<file path="config.mk">
export PLATFORM = sky130hd
export DESIGN_NAME = ldpc_3gpp_enc_row_sched
export DESIGN_NICKNAME = d
export VERILOG_FILES = /design/src/rtl/ldpc_3gpp_enc_row_sched.sv
export SDC_FILE = /design/constraint.sdc
export NUM_CORES = 1
export LEC_CHECK = 0
export BUFFER_PORTS_ARGS = -buffer_cell sky130_fd_sc_hd__buf_2
export CAP_MARGIN = 20
export CORE_UTILIZATION = 25
export DETAILED_ROUTE_END_ITERATION = 8
export PLACE_DENSITY = 0.43
export SLEW_MARGIN = 15
export SYNTH_ARGS = -nofsm -noshare
export SYNTH_HDL_FRONTEND = slang
export SYNTH_SLANG_ARGS = --single-unit
</file>
<file path="constraint.sdc">
create_clock -name iclk -period 9.9 [get_ports iclk]
set_input_delay 0.495 -clock iclk [delete_from_list [all_inputs] [get_ports iclk]]
set_output_delay 0.495 -clock iclk [all_outputs]
set_load 0.01 [all_outputs]
</file>
<file path="src/rtl/ldpc_3gpp_enc_row_sched.sv">
// Row scheduler for the fixed-mode 3GPP LDPC encoder: walks Hb rows, captures the
// registered 22-column descriptors from the table stage and streams unmasked columns out.
//
// state   | meaning
// --------+-----------------------------------------------------------------
// IDLE    | waiting for istart
// SET_ROW | orow presented to the table stage
// WAIT    | table stage output registered and valid
// LOAD    | capture row descriptors and build the column mask
// SCAN    | emit one descriptor per unmasked column over valid/ready
// DONE    | one-cycle completion pulse
module ldpc_3gpp_enc_row_sched #(
    parameter int pROW_W = 6,
    parameter int pCOL_W = 5,
    parameter int pWSH_W = 8,
    parameter int pBSH_W = 6
) (
    input  logic                 iclk,
    input  logic                 ireset,
    input  logic                 iclkena,
    input  logic                 istart,
    input  logic                 iclear,
    input  logic [pROW_W-1:0]    iused_row,
    input  logic [pCOL_W-1:0]    iused_col,
    input  logic [22*pWSH_W-1:0] iac_wshift,
    input  logic [22*pBSH_W-1:0] iac_bshift,
    input  logic [21:0]          iac_masked,
    output logic [pROW_W-1:0]    orow,
    output logic                 oval,
    input  logic                 irdy,
    output logic                 osop,
    output logic                 oeop,
    output logic [pROW_W-1:0]    orow_num,
    output logic [pCOL_W-1:0]    ocol,
    output logic [pWSH_W-1:0]    owshift,
    output logic [pBSH_W-1:0]    obshift,
    output logic                 omasked,
    output logic                 obusy,
    output logic                 odone
);

    localparam int NCOL = 22;

    typedef enum logic [2:0] {IDLE, SET_ROW, WAIT, LOAD, SCAN, DONE} state_t;

    state_t              state, state_nxt;
    logic [pROW_W-1:0]   row_q;
    logic [pROW_W-1:0]   used_row_q;
    logic [pCOL_W-1:0]   used_col_q;
    logic [pCOL_W-1:0]   ptr_q;
    logic                sop_q;
    logic [NCOL-1:0]     msk_q;
    logic [pWSH_W-1:0]   wsh_q [NCOL];
    logic [pBSH_W-1:0]   bsh_q [NCOL];

    logic [NCOL-1:0]     avail;
    logic [NCOL-1:0]     rest;
    logic [pCOL_W-1:0]   sel;
    logic                found;
    logic                scan_eop;
    logic                xfer;

    // Lowest unmasked column at or above the scan pointer; rest tells whether it is the last.
    always_comb begin
        avail = '0;
        sel   = '0;
        for (int c = 0; c < NCOL; c++) begin
            avail[c] = ~msk_q[c] && (c >= int'(ptr_q));
        end
        for (int c = NCOL - 1; c >= 0; c--) begin
            if (avail[c]) begin
                sel = pCOL_W'(c);
            end
        end
        found     = |avail;
        rest      = avail;
        rest[sel] = 1'b0;
        scan_eop  = ~|rest;
    end

    assign xfer = (state == SCAN) && irdy;

    always_comb begin
        state_nxt = state;
        case (state)
            IDLE:    if (istart) state_nxt = SET_ROW;
            SET_ROW: state_nxt = WAIT;
            WAIT:    state_nxt = LOAD;
            LOAD:    state_nxt = SCAN;
            SCAN: begin
                if (xfer && scan_eop) begin
                    state_nxt = (row_q == used_row_q) ? DONE : SET_ROW;
                end
            end
            DONE:    state_nxt = IDLE;
            default: state_nxt = IDLE;
        endcase
        if (iclear) begin
            state_nxt = IDLE;
        end
    end

    always_ff @(posedge iclk or negedge ireset) begin
        if (!ireset) begin
            state      <= IDLE;
            row_q      <= '0;
            used_row_q <= '0;
            used_col_q <= '0;
            ptr_q      <= '0;
            sop_q      <= 1'b0;
            msk_q      <= '0;
            for (int c = 0; c < NCOL; c++) begin
                wsh_q[c] <= '0;
                bsh_q[c] <= '0;
            end
        end else if (iclkena) begin
            state <= state_nxt;
            if (iclear) begin
                row_q <= '0;
            end else begin
                case (state)
                    IDLE: begin
                        if (istart) begin
                            used_row_q <= iused_row;
                            used_col_q <= iused_col;
                            row_q      <= '0;
                        end
                    end
                    LOAD: begin
                        for (int c = 0; c < NCOL; c++) begin
                            msk_q[c] <= iac_masked[c] | (c >= int'(used_col_q));
                            wsh_q[c] <= iac_wshift[c*pWSH_W +: pWSH_W];
                            bsh_q[c] <= iac_bshift[c*pBSH_W +: pBSH_W];
                        end
                        ptr_q <= '0;
                        sop_q <= 1'b1;
                    end
                    SCAN: begin
                        if (xfer) begin
                            ptr_q <= sel + pCOL_W'(1);
                            sop_q <= 1'b0;
                            if (scan_eop && (row_q != used_row_q)) begin
                                row_q <= row_q + pROW_W'(1);
                            end
                        end
                    end
                    default: ;
                endcase
            end
        end
    end

    // Descriptor fields are forced to zero outside SCAN; a fully masked row yields a marker.
    assign orow     = row_q;
    assign oval     = (state == SCAN);
    assign osop     = oval & sop_q;
    assign oeop     = oval & scan_eop;
    assign orow_num = oval ? row_q : '0;
    assign omasked  = oval & ~found;
    assign ocol     = (oval && found) ? sel : '0;
    assign owshift  = (oval && found) ? wsh_q[sel] : '0;
    assign obshift  = (oval && found) ? bsh_q[sel] : '0;
    assign obusy    = (state != IDLE);
    assign odone    = (state == DONE);

endmodule

</file>
Word-level counts from Yosys, hierarchy flattened
Cells that the tools add are included.
{ "op_classes": {"n_div": 0, "eq_ne": 12, "n_shift": 0, "n_reduce_logical": 39, "magnitude_cmp": 47, "add_sub_neg": 2, "n_mux": 48, "multipliers": 0, "bitwise": 52} }
{ "ops": {"columns": ["operator", "n"], "rows": [
  ["2-to-1 mux 5 bit", 24],
  [">= comparator 4 x 5 -> 1 bit (first input constant)", 16],
  [">= comparator 5 bit (first input constant)", 12],
  ["2-to-1 mux 6 bit", 8],
  ["OR reduction 22 bit", 2],
  ["binary-select mux 8 bit (select 5 bit)", 1],
  [">= comparator 3 x 5 -> 1 bit (first input constant)", 8],
  ["binary-select mux 6 bit (select 5 bit)", 1],
  ["logical AND 1 bit", 27],
  ["2-to-1 mux 8 bit", 3],
  ["NOT 1 bit", 24],
  ["AND 22 bit", 1],
  ["NOT 22 bit", 1],
  ["bitwise OR 1 bit", 22],
  [">= comparator 1 x 5 -> 1 bit (first input constant)", 4],
  [">= comparator 2 x 5 -> 1 bit (first input constant)", 4],
  ["one-hot mux 3 bit (5 select lines)", 1],
  ["2-to-1 mux 3 bit", 4],
  ["one-hot mux 6 bit (2 select lines)", 1],
  ["one-hot mux 5 bit (2 select lines)", 1],
  ["!= test 3 x 2 -> 1 bit (second input constant)", 3],
  ["AND reduction 4 bit", 2],
  ["adder 6 x 1 -> 6 bit (second input constant)", 1],
  ["== test 3 x 2 -> 1 bit (second input constant)", 2],
  ["21 further kinds", 27]
]} }
{ "word_totals": {"n_memories": 0, "latchBits": 0, "rom_bits": 0, "elab_cells": 251, "reg_bits": 356, "ramBits": 0, "in_bits": 347} }

Logic depth before layout (Yosys ltp)
Gate-level depths: netlist (run 1).
{ "depth": {"word_depth": 37, "mapped_depth": 20, "depth_no_buf": 15} }

Worst setup path before layout (run 1)
OpenSTA, ideal clock, no wires.
{ "synth_path": {"kind": "reg2reg", "from": "register ptr_q[4]", "to": "register row_q[2], in the netlist orow[2]", "path_stages_with_launch": 21, "setup_time_ns": 0.132, "t_arrival_ns": 4.085, "period_less_slack_ns": 4.217, "t_required_ns": 9.768, "path_slack_ns": 5.683, "n_path_buf": 5, "cell_sequence": "dfrtp_1 buf_4 buf_4 buf_4 buf_2 a311o_1 o21ai_0 a21oi_1 a21oi_1 a21oi_1 inv_1 buf_1 ha_1 o31ai_1 a211oi_1 o21ai_0 a2111oi_0 nand3_1 o32a_1 o21ai_0 o31ai_1"} }
{ "synth_between": {"elab_chain_cells": 35} }
{ "synth_lines": {"columns": ["item", "line", "text"], "rows": [
  ["start: declaration", "50", "logic [pCOL_W-1:0] ptr_q;"],
  ["start signal: assignment", "140", "ptr_q <= sel + pCOL_W'(1);"],
  [">= comparator 5 bit", "68", "avail[c] = ~msk_q[c] && (c >= int'(ptr_q));"],
  ["logical AND 1 bit", "68", null],
  ["2-to-1 mux 5 bit (22 in series)", "71", "if (avail[c]) begin"],
  ["less-than comparator 5 x 6 -> 1 bit (implied by the code) / >= comparator 5 x 1 -> 1 bit (equally long branches)", "77", "rest[sel] = 1'b0;"],
  ["logical AND 1 bit (implied by the code)", "77", null],
  ["2-to-1 mux 1 bit (implied by the code)", "77", null],
  ["demux 1 bit (select 5 bit)", "77", null],
  ["NOT 22 bit (no source line)", null, null],
  ["AND 22 bit (no source line) (*)", null, null],
  ["OR reduction 22 bit (*)", "78", "scan_eop = ~|rest;"],
  ["zero test 1 bit (*)", "78", null],
  ["logical AND 1 bit (*)", "142", "if (scan_eop && (row_q != used_row_q)) begin"],
  ["!= test 3 x 2 -> 1 bit (no source line) (*)", null, null],
  ["AND reduction 5 bit (no source line) (*)", null, null],
  ["end signal: assignment", "143", "row_q <= row_q + pROW_W'(1);"],
  ["end: declaration", "47", "logic [pROW_W-1:0] row_q;"]
]} }
Every way passes the cells marked *; elsewhere a longest branch is shown, timed or not.
A chain may end at the register's enable or synchronous reset.

Worst setup path in the final report (run 1)
{ "layout_path": {"from": "register ptr_q[2]", "to": "output port oeop"} }
{ "layout_between": {"elab_chain_cells": 33} }
{ "layout_lines": {"columns": ["item", "line", "text"], "rows": [
  [">= comparator 5 bit", "68", null],
  ["logical AND 1 bit", "68", null],
  ["2-to-1 mux 5 bit (22 in series)", "71", null],
  ["less-than comparator 5 x 6 -> 1 bit (implied by the code) / >= comparator 5 x 1 -> 1 bit (equally long branches)", "77", null],
  ["logical AND 1 bit (implied by the code)", "77", null],
  ["2-to-1 mux 1 bit (implied by the code)", "77", null],
  ["demux 1 bit (select 5 bit)", "77", null],
  ["NOT 22 bit (no source line)", null, null],
  ["AND 22 bit (no source line) (*)", null, null],
  ["OR reduction 22 bit (*)", "78", null],
  ["zero test 1 bit (*)", "78", null],
  ["AND 1 bit (*)", "157", "assign oeop = oval & scan_eop;"],
  ["end: declaration", "32", "output logic oeop,"]
]} }
Marked as above.

==> impl_metrics.ini, run 1 <==
[grt]
grt_overflow_total = 0
vias_in_the_first_global_route = 13900
grt.total_usage = 0.173
number_of_antenna_violations_at_the_first_check_in_global_routing = 37
grt_pass1_wl_um = 91500
pin_count_of_the_biggest_net_entering_global_routing = 115

[synthesis]
synth-seq-cells = 356
netlist.area_leader.share = 0.510
syn_inst = 1496
synth_xor_xnor_area_share = 0.00401
syn_area_mm2 = 0.0175
synth-compound-area-share = 0.0916
synth.yosys.seq_area_share = 0.510
ys.flop_type = sky130_fd_sc_hd__dfrtp_1
synthSimpleGateAreaFrac = 0.0890
synth.mux.area_fraction = 0.270
ys_warn_count = 0
synth_adder_area_share = 0.00358
synth_area_per_cell_um2 = 11.7
synth_top_area_cell = sky130_fd_sc_hd__dfrtp_1
synth_enable_flop_cells = 0
syn-num-nets = 1848
synth_top_family_by_area = multiplexers
asyncSetResetFlopFracSynth = 1.00
synth.lib_cells_used.distinct = 70
synthTopCellsByArea = sky130_fd_sc_hd__dfrtp_1, sky130_fd_sc_hd__mux2_2, sky130_fd_sc_hd__mux2i_1

[layout]
final_net_count = 2199
finalInstanceArea_mm2 = 0.0219
final_common_cell = sky130_fd_sc_hd__buf_2
layout-area-overhead-vs-synth_pct = 25.0
post_route_cells_drive_above_1_share = 0.430
layout_common_cells = sky130_fd_sc_hd__buf_2, sky130_fd_sc_hd__dfrtp_1, sky130_fd_sc_hd__mux2_2

[power]
share_seq_of_total_power = 0.393
p_switching_w = 0.00202
power.internal_w = 0.00383
clockPowerShare = 0.279
power_switching_share = 0.345
power_density_normalized_to_cell_area_mw_per_mm2 = 268
cellLeakagePower_nw = 10.3
combinationalPowerShare = 0.328
ir_drop_uv = 287

[place]
numPortBuffers = 383
gpl.final_weighted_congestion = 0.802
detailedPlacementHpwl_um = 44800
pre_cts_slack_ns = 3.69
place_area_mm2 = 0.0203

[sta]
clock-skew-final_ns = 0.0239
final-max-slew-violation-count = 0
relSlewSlack = 0.316
fin_worst_hold_slack_ns = -0.0162
rsz0062_at_grt = false
totalNegativeSetupSlack_ns = 0
clock.fmax_mhz = 154
finalSetupViolCount = 0
worst_slack_ns = 3.41
period_needed_ns = 6.49
hold_viol_final = 19
worst-slew-pin-transition_ns = 1.03
post-route-period-util = 0.656

[floorplanning]
std_cell_rows = 96
top_level_ports = 384
core_mm2 = 0.0689
die_w_um = 266
design.die.area_mm2 = 0.0710
die_height_um = 266
start_util = 0.254

[cts]
cts_htree_levels = 2
clock_tree_root_buffer_cell = sky130_fd_sc_hd__clkbuf_16
number_of_clock_buffers_inserted_by_tritoncts = 45
clk_pin_slew_worst_setup_hold_paths_ns = 0.06
clock_sink_count = 356
cts-resized-gates = 0
clk-insertion-delay-late_ns = 0.58
clock_tree.buffer_depth = 3
post_cts.repair.setup_buffers = 0
cts_hold_repair.buffers = 0
tritoncts = done

[status]
status = finished, violations left
violated_checks = negative hold slack

[detailed_routing]
ant_nets = 0
iteration_0_drc_count_of_the_detailed_router = 846
drt_drc_violations_left = 0
drt_wl_total_um = 61900
detail_route.wl_per_cell_um = 21.9
vias = 13400
firstDrtPassIters = 5
routed_via_density = 4.74

[min_path]
min_path_type = in2async

[setup_path]
worst-setup-path-type = reg2out
critical_path.endpoint_type = output pin
cp-start-kind = register
crit_required_ns = 9.41
worst-endpoint-arrival_ns = 6.00
worst-path-max-fanout = 114

[flow_run]
cap_violations = 0
## per-layer routing
metal	track usage	vias to the layer above	share of wire
met4	0.0424	32	0.022
met5	0	-	0.0031
met2	0.288	359	0.48
met3	0.0495	100	0.069
li1	-	6191	-
met1	0.220	6717	0.42
## final cells by class
type / instances / area (um2)
clock inverter: 14 / 149
timing repair buffer: 409 / 2180
antenna: 13 / 32.5
inverter: 14 / 53.8
fill: 7182 / 47100
sequential: 356 / 8910
clock buffer: 69 / 1320
multi-input combinational: 1021 / 8050
tap: 931 / 1160
## worst max-delay path, stage by stage (launching register included)
cell and delay (ns):
sky130_fd_sc_hd__dfrtp_1 0.76, sky130_fd_sc_hd__or3_1 0.56, sky130_fd_sc_hd__or3_1 0.44, sky130_fd_sc_hd__a21bo_1 0.28, sky130_fd_sc_hd__and2_1 0.18, sky130_fd_sc_hd__a32oi_4 0.12
sky130_fd_sc_hd__buf_12 0.22, sky130_fd_sc_hd__clkinv_2 0.45, sky130_fd_sc_hd__buf_4 0.47, sky130_fd_sc_hd__ha_1 0.33, sky130_fd_sc_hd__o31ai_1 0.10, sky130_fd_sc_hd__a211oi_1 0.25
sky130_fd_sc_hd__o21ai_0 0.15, sky130_fd_sc_hd__a2111oi_0 0.43, sky130_fd_sc_hd__nand3_1 0.28, sky130_fd_sc_hd__nor2_1 0.14, sky130_fd_sc_hd__buf_2 0.15
## sequential cells by signal (all words and copies together), names as in the netlist
name and count:
wsh_q 176, used_col_q 5, state 3, bsh_q 132, used_row_q 6, msk_q 22, ptr_q 5, orow 6
sop_q 1
## logic make-up (layout without fill, tap and decap cells)
group | count (synthesis) | after routing
XOR/XNOR | 8 | 8
multiplexers | 431 | 431
buffers and inverters | 119 | 506
other | 0 | 13
flip-flops | 356 | 356
AND/OR/NAND/NOR | 340 | 340
adder cells (fa/ha/maj) | 5 | 5
AO/OA/AOI/OAI | 237 | 237
## per-stage QoR
stage | total power (W) | instances | utilization | hold WS [ns]
6_report | 0.00586 | 2827 | 0.317 | -0.0162
3_5_place_dp | 0.00429 | 2727 | 0.294 | 0.495
4_1_cts | 0.00597 | 2810 | 0.315 | 0.00962
3_3_place_gp | 0.00425 | 2727 | 0.294 | 0.489
2_1_floorplan | 0.00362 | 1496 | - | 0.199
5_1_grt | 0.00624 | 2820 | 0.317 | 0.0375
## final timing paths
| kind | from | to | slack (ns) | depth (start not counted) |
|---|---|---|---|---|
| hold / removal | ireset | bsh_q[15] | -0.02 | 1 |
| hold reg to reg | wsh_q[133] | wsh_q[133] | 0.50 | 1 |
| setup / recovery | ptr_q[2] | oeop | 3.41 | 16 |
| max in group asynchronous | ireset | wsh_q[17] | 7.80 | 3 |
| min in group iclk | iac_wshift[36] | wsh_q[140] | 0.14 | 2 |
| setup reg to reg | ptr_q[2] | orow[3] | 3.81 | 17 |
## cell usage after synthesis (all sizes together) (6+ instances only)
cell / count
nand4: 6
mux2i: 111
a22o: 7
o21ai: 37
a211oi: 10
o31ai: 9
a21o: 6
inv: 13
o22ai: 12
a21oi: 62
a22oi: 15
nor4: 15
nand3: 34
nor3: 24
a32o: 10
and3: 24
buf: 44
dfrtp: 356
and2: 6
mux2: 320
nor2: 60
a31oi: 17
clkbuf: 61
nand2: 147
## power by group through the flow
stage | registers [W] | clock network, W | logic, W
finish | 0.00230 | 0.00164 | 0.00192
global route | 0.00238 | 0.00175 | 0.00212
CTS | 0.00231 | 0.00169 | 0.00197
detailed placement | 0.00233 | 0 | 0.00196
global placement | 0.00232 | 0 | 0.00194
floorplan | 0.00219 | 0 | 0.00143
(Power assumes the default switching activity.)
==> run 2, diff against run 1 <==
==> constraint.sdc (replaced) <==
create_clock -name iclk -period 6.75 [get_ports iclk]
set_input_delay 0.3375 -clock iclk [delete_from_list [all_inputs] [get_ports iclk]]
set_output_delay 0.3375 -clock iclk [all_outputs]
set_load 0.01 [all_outputs]
==> impl_metrics.ini, run 2 (synthesis results as in run 1) <==
[flow_run]
cap_violations = 0

[sta]
clock.fmax_mhz = 178
fin_worst_hold_slack_ns = 0.0303
period_needed_ns = 5.62
rsz0062_at_grt = false
relSlewSlack = 0.281
clock-skew-final_ns = 0.0322
final-max-slew-violation-count = 0
worst_slack_ns = 1.13
finalSetupViolCount = 0
worst-slew-pin-transition_ns = 1.08
hold_viol_final = 0
post-route-period-util = 0.833
totalNegativeSetupSlack_ns = 0

[setup_path]
worst-path-max-fanout = 80
worst-setup-path-type = reg2out
crit_required_ns = 6.41
worst-endpoint-arrival_ns = 5.28
critical_path.endpoint_type = output pin
cp-start-kind = register

[cts]
clk-insertion-delay-late_ns = 0.59
number_of_clock_buffers_inserted_by_tritoncts = 44
tritoncts = done
cts_htree_levels = 2
cts_hold_repair.buffers = 309
clock_tree.buffer_depth = 3
clock_tree_root_buffer_cell = sky130_fd_sc_hd__clkbuf_16
cts-resized-gates = 0
clock_sink_count = 356
post_cts.repair.setup_buffers = 0
clk_pin_slew_worst_setup_hold_paths_ns = 0.05

[grt]
vias_in_the_first_global_route = 15600
pin_count_of_the_biggest_net_entering_global_routing = 177
grt_overflow_total = 0
number_of_antenna_violations_at_the_first_check_in_global_routing = 11
grt.total_usage = 0.181
grt_pass1_wl_um = 96700

[detailed_routing]
firstDrtPassIters = 6
iteration_0_drc_count_of_the_detailed_router = 882
drt_wl_total_um = 64500
routed_via_density = 4.64
vias = 14500
detail_route.wl_per_cell_um = 20.6
drt_drc_violations_left = 0
ant_nets = 0

[layout]
seqCellArea_mm2 = 0.00891
post_route_cells_drive_above_1_share = 0.370
biggest_registers_after_layout = wsh_q: 176 flops, bsh_q: 132 flops, msk_q: 22 flops
final_cells = 3126
top_register = wsh_q
final_common_cell = sky130_fd_sc_hd__buf_2
layout_common_cells = sky130_fd_sc_hd__buf_2, sky130_fd_sc_hd__dfrtp_1, sky130_fd_sc_hd__mux2_2
multi_input_area_mm2 = 0.00805
largest_reg_flops = 176
num-fill-cells = 6999
final_net_count = 2505
layout-area-overhead-vs-synth_pct = 42.8

[floorplanning]
top_level_ports = 384
core_mm2 = 0.0689
die_w_um = 266
die_height_um = 266
design.die.area_mm2 = 0.0710
start_util = 0.254
std_cell_rows = 96

[place]
numPlacedInstances = 2729
pre_cts_slack_ns = 1.60
detailedPlacementHpwl_um = 45500
numPortBuffers = 383
gpl.final_weighted_congestion = 0.852

[min_path]
min_path_type = in2reg

[power]
cellLeakagePower_nw = 11.6
ir_drop_uv = 207
power_density_normalized_to_cell_area_mw_per_mm2 = 355
power.total_w = 0.00886

[status]
status = complete, no violations
## run 2: cell types whose count changed in the layout (fill, tap and decap cells not counted), sizes merged
cell         before  now
dlygate4sd3       0  309
diode            13    6
clkbuf           69   65
buf             409  407
bufinv            2    4
clkinv           11   12
clkinvlp          1    2
inv              14   13
## run 2: through the flow
step	utilization	instance area, um2
3_3_place_gp	0.295	20300
6_report	0.362	25000
4_1_cts	0.362	24900
3_5_place_dp	0.295	20300
5_1_grt	0.362	25000
2_1_floorplan	-	17500
## run 2: final timing paths
check	startpoint	end	slack (ns)	cells past startpoint
worst max register to register	ptr_q[4]	orow[3]	1.58	15
worst max-delay path	ptr_q[2]	obshift[3]	1.13	11
min in group asynchronous	ireset	bsh_q[73]	0.35	2
max in group asynchronous	ireset	wsh_q[16]	4.95	3
worst min register to register	bsh_q[69]	bsh_q[69]	0.50	1
worst min-delay path	iac_bshift[130]	bsh_q[4]	0.03	2
## run 2: final cells by class
cell class	instances	share of cell area
Timing Repair Buffer	716	0.210
Tap cell	931	0.0467
Sequential cell	356	0.357
Inverter	14	0.00216
Clock buffer	65	0.0521
Multi-Input combinational cell	1021	0.322
Clock inverter	17	0.00932
Antenna cell	6	0.000601
## run 2: critical path, stage by stage, from the launching register on
cell	delay [ns]
sky130_fd_sc_hd__dfrtp_1	1.01
sky130_fd_sc_hd__o211ai_1	0.24
sky130_fd_sc_hd__a221oi_1	0.40
sky130_fd_sc_hd__nor3_1	0.09
sky130_fd_sc_hd__or4_1	0.47
sky130_fd_sc_hd__a32oi_4	0.51
sky130_fd_sc_hd__buf_12	0.43
sky130_fd_sc_hd__mux2i_1	0.18
sky130_fd_sc_hd__a22oi_1	0.48
sky130_fd_sc_hd__o21ai_0	0.17
sky130_fd_sc_hd__nor3_1	0.36
sky130_fd_sc_hd__buf_2	0.21
## run 2: layer usage
layer,routed length (um),global-route usage,part of all wire,vias up
li1,-,-,-,6800
met1,28100,0.230,0.44,7288
met2,32000,0.311,0.50,332
met3,3190,0.0404,0.049,77
met4,1110,0.0395,0.017,8
met5,44,0,0.00068,-
## run 2: report_power, final
| part | leakage [nW] | switching (W) | internal (W) |
|---|---|---|---|
| clock | 0.749 | 0.000989 | 0.00150 |
| combinational | 6.20 | 0.00155 | 0.00142 |
| sequential | 4.65 | 0.000509 | 0.00289 |
==> run 3, diff against run 2 <==
==> constraint.sdc (replaced) <==
create_clock -name iclk -period 5.3 [get_ports iclk]
set_input_delay 0.265 -clock iclk [delete_from_list [all_inputs] [get_ports iclk]]
set_output_delay 0.265 -clock iclk [all_outputs]
set_load 0.01 [all_outputs]
==> impl_metrics.ini, run 3 (synthesis results as in run 1) <==
[sta]
finalSetupViolCount = 0
clock-skew-final_ns = 0.0569
fin_worst_hold_slack_ns = 0.0488
hold_viol_final = 0
rsz0062_at_grt = false
relSlewSlack = 0.404
post-route-period-util = 0.942
worst-slew-pin-transition_ns = 0.894
final-max-slew-violation-count = 0
clock.fmax_mhz = 200
period_needed_ns = 4.99
totalNegativeSetupSlack_ns = 0

[cts]
number_of_clock_buffers_inserted_by_tritoncts = 46
clock_tree_root_buffer_cell = sky130_fd_sc_hd__clkbuf_16
clk-insertion-delay-late_ns = 0.61
clock_tree.buffer_depth = 3
cts_htree_levels = 2
clk_pin_slew_worst_setup_hold_paths_ns = 0.06
clock_sink_count = 356
tritoncts = done

[layout]
final_net_count = 2552
layout-area-overhead-vs-synth_pct = 45.6
biggest_registers_after_layout = wsh_q: 176 flops, bsh_q: 132 flops, msk_q: 22 flops
post_route_cells_drive_above_1_share = 0.372
layout_common_cells = sky130_fd_sc_hd__buf_2, sky130_fd_sc_hd__dfrtp_1, sky130_fd_sc_hd__dlygate4sd3_1
largest_reg_flops = 176
top_register = wsh_q
final_common_cell = sky130_fd_sc_hd__buf_2
num-fill-cells = 6929
final_cells = 3171

[detailed_routing]
routed_via_density = 4.65
met1_routed_length_um = 28700
drt_wl_total_um = 66000
iteration_0_drc_count_of_the_detailed_router = 726
firstDrtPassIters = 7
vias = 14800
detail_route.wl_per_cell_um = 20.8
topRoutingLayerUsed = met5
met2_length_um = 32300
drt_drc_violations_left = 0
ant_nets = 0
wl_met3_um = 3360

[flow_run]
cap_violations = 0

[min_path]
min-delay-start = iac_masked[1]
cell_depth_of_the_worst_hold_path = 3
min_path_type = in2reg
holdPathEnd = msk_q[1]

[power]
p_switching_w = 0.00400
ir_drop_uv = 501
power.internal_w = 0.00743
power_density_normalized_to_cell_area_mw_per_mm2 = 449
clockPowerShare = 0.277
cellLeakagePower_nw = 11.8
share_seq_of_total_power = 0.377
power_switching_share = 0.350
power.total_w = 0.0114
combinationalPowerShare = 0.346

[setup_path]
critical_path.endpoint_type = output pin
regToRegEndpoint = orow[3]
crit_required_ns = 5.04
cp-start-kind = register
critical-path-max-stage-delay_ns = 0.55
cp_slowest_cell = sky130_fd_sc_hd__dfrtp_2
path_cells = buf_4 -> or4_1 -> or2_1 -> a21bo_1 -> and2_1 -> a32oi_4 -> clkbuf_16 -> mux2i_1 -> a22oi_1 -> o21ai_0 -> nor3_1 -> buf_2
worst-path-max-fanout = 43
rr_worst_depth = 16
worst-setup-path-type = reg2out
cpLargestDelayFamily = simple AND/OR/NAND/NOR gates
worstReg2RegStart = ptr_q[3]
worst-r2r-setup-slack_ns = 0.45
worst-endpoint-arrival_ns = 4.73
crit_buf_inv = 3

[grt]
vias_in_the_first_global_route = 15600
number_of_antenna_violations_at_the_first_check_in_global_routing = 12
grt_pass1_wl_um = 97100
pin_count_of_the_biggest_net_entering_global_routing = 146
grt_overflow_total = 0
grt.total_usage = 0.182

[place]
gpl.final_weighted_congestion = 0.814
numPortBuffers = 383
numPlacedInstances = 2742
detailedPlacementHpwl_um = 46300

[floorplanning]
die_height_um = 266
top_level_ports = 384
start_util = 0.254
die_w_um = 266
std_cell_rows = 96
design.die.area_mm2 = 0.0710
core_mm2 = 0.0689

[status]
status = complete, no violations
## run 3: timing repair
item	in CTS	in global routing
setup buffers	0	1
resized for setup	0	9
hold buffers	338	0
endpoints found under the setup margin	0	10
hold endpoints to repair	403	0
## run 3: layer usage
layer  vias to the layer above  track usage
met5                         -            0
met4                        10       0.0536
met3                        89       0.0383
met2                       388        0.309
met1                      7396        0.232
li1                       6867            -
## run 3: stage by stage
step / area, um2 / utilization / setup slack, ns
final: 25400 / 0.369 / 0.309
after global routing: 25400 / 0.369 / 0.0103
after CTS: 25400 / 0.368 / 0.0408
after detailed placement: 20500 / 0.297 / 0.513
after global placement: 20500 / 0.297 / 0.548
after floorplan: 17500 / - / 1.08
## run 3: how the worst max path moves through the flow
| stage | start | to | slack [ns] | depth (start not counted) |
|---|---|---|---|---|
| 2_1_floorplan | ptr_q[4] | orow[2] | 1.08 | 20 |
| 3_3_place_gp | ptr_q[3] | orow[4] | 0.55 | 14 |
| 3_5_place_dp | ptr_q[2] | orow[3] | 0.51 | 16 |
| 4_1_cts | ptr_q[3] | obshift[3] | 0.04 | 12 |
| 5_1_grt | ptr_q[3] | obshift[3] | 0.01 | 12 |
| 6_report | ptr_q[3] | obshift[3] | 0.31 | 12 |
## run 3: cell type report
type	instances	area (um2)	share of cell area
well taps	931	1160	0.0458
clock buffers	65	1300	0.0512
clock inverters	16	224	0.00880
flip-flops and latches	356	8910	0.350
repair buffers	761	5710	0.224
inverters	14	53.8	0.00211
diodes	7	17.5	0.000688
multi-input cells	1021	8060	0.317
## run 3: tightest hold or removal path: stages
cell and delay, ns:
sky130_fd_sc_hd__buf_2 0.08, sky130_fd_sc_hd__a21oi_1 0.07, sky130_fd_sc_hd__a21oi_1 0.15
## run 3: power by group through the flow
stage | clock, W | sequential [W] | combinational [W]
floorplan | 0 | 0.00409 | 0.00266
global placement | 0 | 0.00433 | 0.00375
detailed placement | 0 | 0.00435 | 0.00377
CTS | 0.00327 | 0.00431 | 0.00400
global route | 0.00337 | 0.00444 | 0.00430
finish | 0.00316 | 0.00431 | 0.00396
